===== config.mk =====
export PLATFORM = sky130hd
export DESIGN_NAME = keccak_padder
export DESIGN_NICKNAME = d
export VERILOG_FILES = /design/src/rtl/keccak_pkg.sv /design/src/rtl/keccak_pad_word.sv /design/src/rtl/keccak_padder.sv
export SDC_FILE = /design/constraint.sdc
export NUM_CORES = 1
export LEC_CHECK = 0
export ABC_AREA = 1
export CAP_MARGIN = 25
export CORE_AREA = 2 2 253 255
export CTS_CLUSTER_DIAMETER = 100
export CTS_CLUSTER_SIZE = 40
export DETAILED_ROUTE_END_ITERATION = 12
export DIE_AREA = 0 0 255 257
export PLACE_DENSITY = 0.75
export SLEW_MARGIN = 25
export SYNTH_ARGS = -nofsm -noshare
export SYNTH_HDL_FRONTEND = slang
export SYNTH_SLANG_ARGS = --single-unit

===== constraint.sdc =====
create_clock -name clk -period 3.33 [get_ports clk]
set_input_delay 0.666 -clock clk [delete_from_list [all_inputs] [get_ports clk]]
set_output_delay 0.666 -clock clk [all_outputs]
set_load 0.02 [all_outputs]

===== src/rtl/keccak_pkg.sv =====
// Shared constants and state encoding for the Keccak padder and its helpers.
package keccak_pkg;

  localparam int KECCAK_WORD_W     = 64;
  localparam int KECCAK_RATE_WORDS = 9;

  localparam logic [7:0] PAD_FIRST = 8'h01;
  localparam logic [7:0] PAD_LAST  = 8'h80;

  typedef enum logic [1:0] {
    ABSORB     = 2'd0,
    PAD        = 2'd1,
    FULL_FINAL = 2'd2
  } padder_state_t;

endpackage


===== src/rtl/keccak_pad_word.sv =====
// Combinational pad10*1 word former: masks the tail of the last message word,
// inserts the 0x01 start marker and, in the final rate slot, the 0x80 end marker.
module keccak_pad_word
  import keccak_pkg::*;
#(
  parameter int WORD_W = KECCAK_WORD_W
) (
  input  logic [WORD_W-1:0] in,
  input  logic [2:0]        byte_num,
  input  logic              is_last,
  input  logic              is_final_word,
  output logic [WORD_W-1:0] padded
);

  localparam int BYTES = WORD_W / 8;

  // Byte 0 sits at the MSBs; bytes past the valid count are replaced by 0x01 then zeros.
  always_comb begin
    padded = in;
    if (is_last) begin
      for (int b = 0; b < BYTES; b++) begin
        if (b == int'(byte_num)) begin
          padded[WORD_W-1-8*b -: 8] = PAD_FIRST;
        end else if (b > int'(byte_num)) begin
          padded[WORD_W-1-8*b -: 8] = 8'h00;
        end
      end
    end
    if (is_final_word) begin
      padded[7:0] = padded[7:0] | PAD_LAST;
    end
  end

endmodule


===== src/rtl/keccak_padder.sv =====
// Keccak input padder: packs message words into RATE_WORDS-wide rate blocks,
// applies pad10*1 and hands each block downstream via out_ready / f_ack.
module keccak_padder
  import keccak_pkg::*;
#(
  parameter int WORD_W     = KECCAK_WORD_W,
  parameter int RATE_WORDS = KECCAK_RATE_WORDS,
  parameter int CNT_W      = 4
) (
  input  logic                         clk,
  input  logic                         rst_n,
  input  logic [WORD_W-1:0]            in,
  input  logic                         in_ready,
  input  logic                         is_last,
  input  logic [2:0]                   byte_num,
  output logic                         buffer_full,
  output logic [WORD_W*RATE_WORDS-1:0] out,
  output logic                         out_ready,
  output logic                         out_last,
  input  logic                         f_ack
);

  localparam logic [CNT_W-1:0] CNT_FULL = CNT_W'(RATE_WORDS);
  localparam logic [CNT_W-1:0] CNT_LAST = CNT_W'(RATE_WORDS - 1);

  padder_state_t     state, state_next;
  logic [CNT_W-1:0]  count;
  logic              full_q;
  logic              shift_en;
  logic              take_block;
  logic              word_last;
  logic              word_final;
  logic [WORD_W-1:0] word_src;
  logic [WORD_W-1:0] padded;

  assign buffer_full = full_q;
  assign out_ready   = full_q;
  assign out_last    = (state == FULL_FINAL);
  assign take_block  = full_q & f_ack;

  keccak_pad_word #(.WORD_W(WORD_W)) u_pad_word (
    .in            (word_src),
    .byte_num      (byte_num),
    .is_last       (word_last),
    .is_final_word (word_final),
    .padded        (padded)
  );

  always_ff @(posedge clk or negedge rst_n) begin
    if (!rst_n) begin
      state <= ABSORB;
    end else begin
      state <= state_next;
    end
  end

  // The count==CNT_FULL guard covers the one cycle where the block is full but
  // the registered full flag has not yet risen.
  always_comb begin
    state_next = state;
    shift_en   = 1'b0;
    word_src   = '0;
    word_last  = 1'b0;
    word_final = 1'b0;
    case (state)
      ABSORB: begin
        if (in_ready && !full_q && count != CNT_FULL) begin
          shift_en   = 1'b1;
          word_src   = in;
          word_last  = is_last;
          word_final = is_last && (count == CNT_LAST);
          if (is_last) begin
            state_next = (count == CNT_LAST) ? FULL_FINAL : PAD;
          end
        end
      end
      PAD: begin
        if (count != CNT_FULL) begin
          shift_en   = 1'b1;
          word_final = (count == CNT_LAST);
          if (count == CNT_LAST) begin
            state_next = FULL_FINAL;
          end
        end else begin
          state_next = FULL_FINAL;
        end
      end
      FULL_FINAL: begin
        if (take_block) begin
          state_next = ABSORB;
        end
      end
      default: begin
        state_next = ABSORB;
      end
    endcase
  end

  always_ff @(posedge clk or negedge rst_n) begin
    if (!rst_n) begin
      count  <= '0;
      out    <= '0;
      full_q <= 1'b0;
    end else begin
      if (take_block) begin
        count <= '0;
      end else if (shift_en) begin
        count <= count + 1'b1;
        out   <= {out[WORD_W*(RATE_WORDS-1)-1:0], padded};
      end
      full_q <= take_block ? 1'b0 : (count == CNT_FULL);
    end
  end

endmodule


* Word level (Yosys, flattened, before mapping)
Index checks and enable logic that the tools add are counted. W data, S select, Z words.
Word-level totals: input port bits 72, output and inout bits 579, logic and storage cells 76, register bits 583
Cells by class: eq/ne operators 16, reduce and logical (&&, ||, !) cells 9, bitwise logic cells 2, mux-type cells 37, add/subtract/negate cells 1, $lt $le $gt $ge 7
Operator list (number):
- $mux W64 | 3
- $mux W8 | 16
- $eq A3 B3 Y1 const A | 4
- $gt A3 B3 Y1 const A | 4
- $mux W2 | 6
- $eq A4 B4 Y1 const B | 2
- $mux W4 | 2
- $mux W1 | 7
- $eq A2 B3 Y1 const A | 2
- $gt A2 B3 Y1 const A | 2
- $pmux W2 S3 | 1
- $add A4 B1 Y4 const B | 1
- $ne A2 B2 Y1 const B | 2
- $ne A4 B4 Y1 const B | 1
- $pmux W1 S2 | 2
- $reduce_and A4 Y1 | 1
- $eq A1 B3 Y1 const A | 1
- $gt A1 B3 Y1 const A | 1
- $logic_and A1 B1 Y1 | 3
- $logic_not A3 Y1 | 1
- $ne A3 B3 Y1 const B | 1
- $eq A2 B1 Y1 const B | 1
- $eq A2 B2 Y1 const B | 1
- $logic_not A2 Y1 | 1
- 6 further kinds | 6

* Depth between registers and ports, before layout
Gate-level depths: netlist of the first run.
depth after elaboration 9, depth in mapped cells 12, mapped depth without buffers 9

* Hierarchy
Synthesis of the first run repeated with hierarchy kept, for this count alone.
Second synthesis, totals: cells, all modules 2846, area, all modules 24218.2 um2
Modules (own cells, without submodules):
- keccak_padder | cells an instance 2694, area each 23592.6 um2, seq. area each 14589.0 um2, times used 1
- keccak_pad_word | cells an instance 152, area each 625.6 um2, seq. area each 0.0 um2, times used 1

* Least setup slack after synthesis of the first run
No wires, ideal clock.
path type input-to-reg, start input in_ready, end register out[17], cell stages on the path 10, slack 1.499 ns, library setup time 0.135 ns, data required time 3.195 ns, arrival time 1.696 ns, path buffers 3, cells stage by stage inv_1 > nor2_2 > nand3_4 > nand2_4 > nand2_4 > inv_2 > buf_6 > buf_6 > buf_4 > o22ai_1
On the way: longest elaborated chain between the ends 7, elaborated cells between the ends (all ways) 12, classes of those cells 9 x mux; 3 x reduce/logical
Ends and longest elaborated chain:
- start: declaration | line keccak_padder.sv:13 | input logic in_ready,
- $logic_and A1 B1 Y1 (*) (2 in a row) | line keccak_padder.sv:67 | if (in_ready && !full_q && count != CNT_FULL) begin
- $mux W64 | line keccak_padder.sv:67
- $mux W64 | line keccak_padder.sv:65 | case (state)
- $mux W8 | line keccak_pad_word.sv:24 | end else if (b > int'(byte_num)) begin
- $mux W8 | line keccak_pad_word.sv:22 | if (b == int'(byte_num)) begin
- $mux W64 | line keccak_pad_word.sv:20 | if (is_last) begin
- end signal: assignment | line keccak_padder.sv:109 | out <= {out[WORD_W*(RATE_WORDS-1)-1:0], padded};
- end: declaration | line keccak_padder.sv:17 | output logic [WORD_W*RATE_WORDS-1:0] out,
Mark *: on every way between the ends. The rest lies on a longest branch, timed or not. A chain may end at the register's enable or synchronous reset.

* Final worst setup path of the first run
start register out[510], end output out[510]
No word-level cell between the ends.

==> key figures, run 1 <==
Floorplanning
  • IO Pins: 651
  • DIE WIDTH: 255 microns
  • Core area: between 60000 and 70000 sq um
  • Row count: 92
  • Die area: about 66000 sq um
  • Initial Util: 35.5%
  • Die Ht: 257 microns

GRT
  • Global Route Usage Sum: 21.7%
  • Largest net degree at the start of global routing: 180
  • Vias in the first global route: 17500
  • Total grt overflow: 0
  • Initial antenna violation count: 2
  • First-pass GRT wire length: 110000 microns

Worst setup path
  • Critical path startpoint category: flip-flop
  • CP Capture Point: out[510]
  • WS Path Type: reg2out
  • Buf+Inv Stages, Crit Path: 1
  • CP Cell Sequence: clkdlybuf4s50_1
  • Critical Path RT: 2.66 ns
  • Crit Path Max Fanout: 3
  • R2r endpoint: out[471]
  • Critical Path Max Stage Delay: between 0.7 and 0.8 ns
  • Worst setup EP type: output port
  • FF-to-FF Start: count[1]
  • Worst Reg2Reg Path Length in Cells: 8
  • Family with the most delay on the worst path: buffers and inverters
  • Slowest CP cell: clkdlybuf4s50_1
  • Setup crit start: out[510]
  • Critical path depth: 1
  • Worst reg-to-reg setup slack: 0.88 ns
  • CP Data Arrival Time: 1.92 ns

Power and ir drop
  • Pwr/cell area: 1050 nW/um^2
  • Peak supply drop: 592 uV
  • Post-layout power: 32.5 mW
  • Leak pwr: 15.0 nW

Routing
  • Pre-Repair DR Iteration Count: 5
  • Via Count: 18500
  • 1st-iter DRT viols: roughly 1600
  • Vias per cell: about 4.7
  • Avg WL per Cell: 18.8 microns
  • Detail Route Antenna Nets: 0
  • Drt total wl: 73300 microns
  • DRC: 0

Synthesis
  • Syn Nets: 2486
  • EDFF count, synth: 0
  • Synth Warn #: 0
  • Synth top cells by count: nand2_1, dfrtp_1, o21ai_0
  • Syn Std Cell Area: 22300 sq um
  • Main synth FF type: dfrtp_1
  • Count leader, synth: nand2_1
  • Synthesized flop and latch total: 583
  • Async SR Flop Fraction: 100%
  • Sequential area share after synthesis: 65.6%
  • Synth unique cells: 25
  • Mean post-synth cell area: a little over 9 sq um
  • Synth Instances: about 2400
  • Leading area contributor after synthesis: dfrtp_1
  • Post-synth top area share: 65.6%
  • Synth area leaders: dfrtp_1, nand2_1, o21ai_0

Timing
  • Setup Viol. Count Final: 0
  • Slew of the pin with the lowest slew margin: 0.859 ns
  • Clock skew: 0.0584 ns
  • Fin Hold WS: -0.0362 ns
  • Max Fclk: 0.386 GHz
  • Slew Limit Fails: 0
  • Slew Limit Headroom: 42.7%
  • Tcrit/Tclk final: 77.8%
  • Final worst slack: 0.740 ns
  • Min Tclk post-route: about 2.6 ns
  • Setup TNS: 0 ns
  • Final hold viol count: 3
  • Unrepaired setup endpoints after global routing: false

Layout
  • Fill count: 5778
  • Nets: approximately 3100
  • Non-Filler Instances: 3902
  • Reg area: between 10000 and 15000 sq um
  • Share of cells above drive strength 1: 4.16%
  • Multi-input logic area: 6370 sq um
  • Layout area overhead: 38.7%

Outcome
  • Status: finished with violations
  • Violated checks: hold timing

Worst hold path
  • HP Class: in2async

Clocking
  • Hold-fix buffers, CTS: 0
  • Clk Latency, worst-skew pair: 0.61 ns
  • CTS H-tree lvls: 1
  • Sink Count: 583
  • Clk root buf: clkbuf_16
  • Post-cts repair resize count: 0
  • Register clock-pin slew on the reported worst setup and hold paths: 0.13 ns
  • Clk buf depth: 3
  • Clock buffers created by TritonCTS: 27
  • Post-CTS Setup Inserts: 0
  • CTS tree: built

Placement
  • Detail Placement HPWL: around 55000 microns
  • Pre-CTS setup slack: 0.519 ns
  • Placed Cells: 3852
  • Placer Congestion: between 0.9 and 1
  • Port bufs: 650

Flow run
  • Max-cap viol count: 0
## cells in the final DEF, fill, tap and decap left out, types with 2 or more instances in the layout
cell,count
a21oi_1,4
buf_12,24
buf_4,46
clkbuf_1,2
clkbuf_16,27
clkbuf_8,2
clkdlybuf4s50_1,649
clkinv_16,5
clkinv_2,2
dfrtp_1,583
diode_2,2
ha_1,3
inv_1,129
inv_12,4
inv_2,2
inv_6,3
inv_8,2
nand2_1,1262
nand3_1,37
nand3_4,2
nand4_1,2
nor2_1,18
nor2_2,2
o21ai_0,212
o22ai_1,22
## worst min-delay path by stage
stage | slack (ns) | from | endpoint
finish | -0.04 | rst_n | out[570]
global route | 0.005 | rst_n | out[517]
CTS | 0.04 | rst_n | out[453]
detailed placement | 0.46 | out[554] | out[554]
global placement | 0.46 | out[523] | out[523]
floorplan | 0.37 | rst_n | buffer_full
## cell families after synthesis
logic type               after synthesis  share of synthesized area (%)
AND/OR/NAND/NOR                     1327                           22.9
buffers and inverters                258                           5.88
adder cells (fa/ha/maj)                3                          0.169
AO/OA/AOI/OAI                        240                           5.53
flip-flops                           583                           65.6
## power breakdown
| group | switching (mW) | total (mW) | internal (mW) |
|---|---|---|---|
| sequential | 2.23 | 11.9 | 9.63 |
| combinational | 9.90 | 16.3 | 6.41 |
| clock | 2.59 | 4.30 | 1.72 |
| total | 14.7 | 32.5 | 17.8 |
## area by class of cell
cell class                 instances  share of cell area (%)
antenna                            2                  0.0162
clock buffer                      31                    2.30
clock inverter                    17                   0.928
inverter                         133                    1.64
multi-input combinational       1570                    20.6
sequential                       583                    47.3
tap                              846                    3.43
timing repair buffer             720                    23.8
## state kept, by name, summed over array words and instances, names as in the netlist
register and count:
buffer_full 1, out 576, count 4, state 2
## per-stage QoR
| stage | util, % | instance area [sq um] |
|---|---|---|
| floorplan | - | 22300 |
| global placement | 47.6 | 29900 |
| detailed placement | 47.6 | 29900 |
| CTS | 49.2 | 30900 |
| global route | 49.2 | 30900 |
| finish | 49.2 | 30900 |
## routing by layer
metal  up-vias  GRT usage [%]  wire [microns]
met3       151           2.46            3730
li1       8654              -               -
met1      8966           30.8           32100
met4         0           8.58            3240
met5         -              0               0
met2       679           34.2           34200
Note: power is estimated with default switching activity, not from simulation.
==> run 2: changes to the inputs <==
CORE_AREA = 2 2 252 254   (was 2 2 253 255)
DIE_AREA = 0 0 254 256   (was 0 0 255 257)
PLACE_DENSITY = 0.78   (was 0.75)
clock period = 2.3 ns   (was 3.33 ns; I/O delays follow)
==> run 2 against run 1 <==
The run now ends clean. Total power increased by 48%. Utilization rose by 0.91 points. Register-to-register slack got worse by 0.71 ns. Clock power rose by 49%. Largest cell class unchanged.
==> key figures, run 2 (same netlist as run 1, synthesis figures left out) <==
Layout
  • Max reg flops: 576 (unchanged)
  • Final instance area: 31300 sq um (+1.3%)
  • Fill count: 5646 (-2.3%)
  • Commonest non-fill, non-tap cell in the layout: nand2_1
  • ANT cells: 0 (-2)
  • Reg with most FFs: out
  • Biggest regs: out: 576 flops, count: 4 flops, state: 2 flops
  • Commonest non-fill, non-tap cells in the layout: nand2_1, clkdlybuf4s50_1, dfrtp_1, o21ai_0, inv_1
  • Non-Filler Instances: 3914 (+0.31%)
  • Layout Utilization: 50.1% (+0.91 points)
  • Nets: 3124 (+0.45%)
  • Layout area overhead: 40.5%
  • Share of cells above drive strength 1: 4.66% (+0.50 points)

Clocking
  • Clk Latency, worst-skew pair: 0.62 ns (about the same)
  • Post-CTS Setup Inserts: 0 (unchanged)
  • CTS H-tree lvls: 1 (unchanged)
  • Register clock-pin slew on the reported worst setup and hold paths: 0.15 ns (+0.02 ns)
  • Clock buffers created by TritonCTS: 27 (unchanged)
  • Clk buf depth: 3 (unchanged)
  • Sink Count: 583 (unchanged)
  • CTS tree: built
  • Clk root buf: clkbuf_16

Timing
  • Tcrit/Tclk final: 98.5%
  • Slew of the pin with the lowest slew margin: 0.490 ns (-0.369 ns)
  • Unrepaired setup endpoints after global routing: false
  • Setup TNS: 0 ns (unchanged)
  • Max Fclk: approximately 0.44 GHz
  • Min Tclk post-route: 2.27 ns
  • Fin Hold WS: 0.344 ns (+0.381 ns)
  • Slew Limit Headroom: 67.4% (+25 points)
  • Slew Limit Fails: 0 (unchanged)
  • Final worst slack: 0.0341 ns (-0.706 ns)
  • Setup Viol. Count Final: 0 (unchanged)
  • Final hold viol count: 0 (-3)
  • Clock skew: 0.0694 ns (+0.0110 ns)

Placement
  • Port bufs: 650 (unchanged)
  • Detail Placement HPWL: 54600 microns (-0.53%)
  • Placement Cell Area: 30100 sq um (+0.89%)
  • Pre-CTS setup slack: -0.0242 ns (-0.543 ns)
  • Placer Congestion: 0.924 (-0.18%)
  • Placed Cells: 3864 (+0.31%)

Floorplanning
  • Core area: 62400 sq um (-0.55%)
  • IO Pins: 651 (unchanged)
  • Row count: 92 (unchanged)
  • Die area: 65000 sq um (-0.78%)
  • DIE WIDTH: 254 microns (-0.39%)
  • Initial Util: 35.7% (+0.20 points)
  • Die Ht: 256 microns (-0.39%)

Worst setup path
  • Family with the most delay on the worst path: buffers and inverters
  • WS Path Type: reg2out
  • Critical Path Max Stage Delay: 0.75 ns (+0.02 ns)
  • CP Data Arrival Time: 1.81 ns (-0.11 ns)
  • CP Cell Sequence: clkdlybuf4s50_1
  • Slowest CP cell: clkdlybuf4s50_1
  • Worst setup EP type: output port
  • Critical Path RT: 1.84 ns (-0.82 ns)
  • Critical path startpoint category: flip-flop
  • Buf+Inv Stages, Crit Path: 1 (unchanged)
  • Crit Path Max Fanout: 3 (unchanged)

Routing
  • Avg WL per Cell: 18.5 microns (-1.3%)
  • Detail Route Antenna Nets: 0 (unchanged)
  • DRC: 0 (unchanged)
  • Drt total wl: 72500 microns (-1.0%)
  • Vias per cell: 4.76 (+0.57%)
  • Pre-Repair DR Iteration Count: 6 (+1)
  • Via Count: 18600 (+0.88%)
  • 1st-iter DRT viols: 1720 (+6.8%)

GRT
  • Initial antenna violation count: 0 (-2)
  • First-pass GRT wire length: 109000 microns (-0.75%)
  • Largest net degree at the start of global routing: 90 (-50%)
  • Total grt overflow: 0 (unchanged)
  • Vias in the first global route: 17600 (+0.58%)
  • Global Route Usage Sum: 21.7% (-0.050 points)

Power and ir drop
  • Reg power frac: 35.7% (-0.8 points)
  • Clock power share: 13.3% (about the same)
  • Comb pwr share: 51.0% (+0.8 points)
  • Sw Ratio: 45.0% (-0.30 points)
  • Pwr/cell area: 1540 nW/um^2 (+46%)
  • Post-layout power: 48.1 mW (+48%)
  • Peak supply drop: 826 uV (+39%)
  • Leak pwr: 15.2 nW (+1.5%)
  • P_sw: 21.6 mW (+47%)
  • Cell-internal power: 26.4 mW (+49%)

Worst hold path
  • HP Class: in2async

Outcome
  • Status: completed

Flow run
  • Max-cap viol count: 0 (unchanged)
-- run 2: power by group through the flow --
stage | Sequential [mW] | Combinational (mW) | Clock (mW)
floorplan | 20.8 | 8.71 | 0
detailed placement | 17.3 | 24.2 | 0
global placement | 17.3 | 23.8 | 0
CTS | 17.1 | 24.3 | 6.57
global route | 17.6 | 26.2 | 6.94
finish | 17.2 | 24.5 | 6.41
-- run 2: worst paths after layout --
path	slack (ns)	cells after the start	end	startpoint
max	0.03	1	out[40]	out[40]
min	0.34	2	out[438]	rst_n
max reg2reg	0.17	10	out[471]	count[1]
min reg2reg	0.47	2	out[142]	out[78]
max in group asynchronous	1.10	3	out[478]	rst_n
min in group clk	0.37	3	out[57]	in[57]
-- run 2: area by class of cell --
cell class              count  area [sq um]  share of cell area, %
multi-input cells        1570          6370                   20.4
well taps                 846          1060                   3.39
inverters                 133           507                   1.62
clock buffers              28           689                   2.21
clock inverters            20           377                   1.20
repair buffers            734          7670                   24.5
flip-flops and latches    583         14600                   46.7
-- run 2: metal layers --
metal | wire (microns) | track usage [%]
met2 | 32900 | 32.8
met5 | 0 | 0
met3 | 4080 | 2.90
met4 | 4160 | 11.1
met1 | 31300 | 30.5
-- run 2: repair_timing --
item	CTS	global route
endpoints found under the setup margin	2	89
endpoints found under the hold margin	39	0
hold buffers	1	0
cloned	0	1
pin swaps	0	0
resized for setup	2	8
==> run 3: changes to the inputs <==
CORE_AREA = 2 2 253 255   (was 2 2 252 254)
DIE_AREA = 0 0 255 257   (was 0 0 254 256)
PLACE_DENSITY = 0.75   (was 0.78)
SETUP_SLACK_MARGIN = 0.02   (was default)
clock period = 2.2 ns   (was 2.3 ns; I/O delays follow)
==> run 3 against run 2 <==
First-iteration DRC count fell by 13%. Die area rose by 0.79%. Flip-flop and latch count did not move. Clock-buffer cell count fell by 1.
==> key figures, run 3 (same netlist as run 1, synthesis figures left out) <==
Worst setup path
  • Slowest CP cell: clkdlybuf4s50_1
  • Worst setup EP type: output port
  • WS Path Type: reg2out
  • Family with the most delay on the worst path: buffers and inverters
  • Critical Path Max Stage Delay: 0.66 ns (-0.09 ns)
  • Buf+Inv Stages, Crit Path: 1 (unchanged)
  • Setup crit start: out[406]
  • Critical path startpoint category: flip-flop
  • Critical Path RT: 1.76 ns (-0.08 ns)
  • Crit Path Max Fanout: 2 (-1)
  • CP Data Arrival Time: 1.70 ns (-0.11 ns)
  • CP Cell Sequence: clkdlybuf4s50_1
  • FF-to-FF Start: count[1]

GRT
  • GR peak layer: met2
  • Total grt overflow: 0 (unchanged)
  • Initial antenna violation count: 4 (+4)
  • Grt met2 use: 33.3% (+0.50 points)
  • Largest net degree at the start of global routing: 81 (-10%)
  • Vias in the first global route: 17800 (+1.5%)
  • First-pass GRT wire length: 110000 microns (+0.48%)
  • Global Route Usage Sum: 21.6% (-0.042 points)
  • GR Layer Usage met1: 30.1% (-0.38 points)
  • GR Util met3: 3.02% (+0.13 points)

Timing
  • Max Fclk: ~0.47 GHz
  • Slew Limit Headroom: 71.0% (+3.7 points)
  • Slew of the pin with the lowest slew margin: 0.435 ns (-0.0549 ns)
  • Slew Limit Fails: 0 (unchanged)
  • Unrepaired setup endpoints after global routing: false
  • Final hold viol count: 0 (unchanged)
  • Min Tclk post-route: approximately 2.1 ns
  • Clock skew: 0.0627 ns (-0.00669 ns)
  • Tcrit/Tclk final: 97.4%
  • Setup Viol. Count Final: 0 (unchanged)
  • Setup TNS: 0 ns (unchanged)
  • Final worst slack: 0.0569 ns (+0.0228 ns)

Routing
  • DRC: 0 (unchanged)
  • Pre-Repair DR Iteration Count: 6 (unchanged)
  • 1st-iter DRT viols: 1497 (-13%)
  • Vias per cell: 4.70 (-1.2%)
  • Via Count: 18500 (-0.81%)
  • Avg WL per Cell: 18.5 microns (about the same)
  • Detail Route Antenna Nets: 0 (unchanged)
  • Drt total wl: 72800 microns (+0.32%)

Clocking
  • Register clock-pin slew on the reported worst setup and hold paths: 0.14 ns (about the same)
  • Clk root buf: clkbuf_16
  • Clk Latency, worst-skew pair: 0.62 ns (about the same)
  • Clock buffers created by TritonCTS: 27 (unchanged)
  • Clk buf depth: 3 (unchanged)
  • CTS H-tree lvls: 1 (unchanged)
  • Post-CTS Setup Inserts: 0 (unchanged)
  • Sink Count: 583 (unchanged)
  • CTS tree: built

Floorplanning
  • Core area: 62700 sq um (+0.55%)
  • Row count: 92 (unchanged)
  • IO Pins: 651 (unchanged)
  • Initial Util: 35.5% (-0.20 points)
  • Die Ht: 257 microns (+0.39%)
  • DIE WIDTH: 255 microns (+0.39%)
  • Die area: 65500 sq um (+0.79%)

Placement
  • Detail Placement HPWL: 55100 microns (+0.99%)
  • Port bufs: 650 (unchanged)
  • Pre-CTS setup slack: 0.0256 ns (+0.0497 ns)
  • Placer Congestion: 0.907 (-1.9%)

Layout
  • Reg with most FFs: out
  • Max reg flops: 576 (unchanged)
  • Share of cells above drive strength 1: 5.13% (+0.47 points)
  • Biggest regs: out: 576 flops, count: 4 flops, state: 2 flops
  • Commonest non-fill, non-tap cell in the layout: nand2_1
  • Commonest non-fill, non-tap cells in the layout: nand2_1, dfrtp_1, clkdlybuf4s50_1, o21ai_0, inv_1
  • Layout area overhead: 40.6%
  • Nets: 3137 (+0.42%)

Worst hold path
  • HP Class: in2async

Flow run
  • Max-cap viol count: 0 (unchanged)

Power and ir drop
  • Pwr/cell area: 1580 nW/um^2 (+2.9%)
  • Peak supply drop: 834 uV (+1.0%)
  • Leak pwr: 16.7 nW (+10%)

Outcome
  • Status: completed
==> run 3: cell types whose count changed in the layout (fill, tap and decap cells not counted), moves of 3 or more <==
| cell | previous run | this run |
|---|---|---|
| dlygate4sd2_1 | 2 | 90 |
| buf_12 | 35 | 32 |
| clkdlybuf4s50_1 | 645 | 484 |
| buf_4 | 42 | 62 |
| buf_16 | 3 | 0 |
| dlymetal6s2s_1 | 2 | 75 |
==> run 3: layout make-up <==
class                      instances  area (sq um)
fill                            5702         31400
clock inverter                    22           372
clock buffer                      27           676
timing repair buffer             747          7720
multi-input combinational       1570          6370
inverter                         133           507
sequential                       583         14600
tap                              846          1060
antenna                            1          2.50
==> run 3: per-layer routing <==
| layer | vias to the layer above | part of all wire (%) |
|---|---|---|
| li1 | 8731 | - |
| met1 | 8909 | 43 |
| met2 | 654 | 46 |
| met3 | 167 | 5.4 |
| met4 | 2 | 5.4 |
| met5 | - | 0.018 |
==> run 3: repair_timing <==
action	CTS	global route
setup endpoints to repair	90	93
hold buffers	1	0
pin swaps	0	0
gates resized for setup	91	78
endpoints found under the hold margin	34	0
==> run 3: power breakdown <==
group | internal [mW] | switching (mW)
clock network | 2.59 | 4.09
registers | 14.6 | 3.28
logic | 9.90 | 15.1
total | 27.1 | 22.4
==> run 3: final timing paths <==
path | to | slack (ns) | cells after the start
max | out[406] | 0.06 | 1
max reg2reg | out[462] | 0.20 | 9
min in group clk | out[60] | 0.34 | 3
max in group asynchronous | out[78] | 1.01 | 4
min | out[304] | 0.29 | 2
min reg2reg | out[126] | 0.49 | 2
==> run 3: stage by stage <==
stage	cell area [sq um]	util, %	cells	total power [mW]	hold slack [ns]
6_report	31300	49.9	3929	49.5	0.295
5_1_grt	31300	49.9	3929	52.4	0.301
4_1_cts	31100	49.6	3928	49.9	0.273
3_5_place_dp	30200	48.1	3878	43.5	0.374
3_3_place_gp	30200	48.1	3878	43.1	0.379
2_1_floorplan	22300	-	2411	30.8	0.144
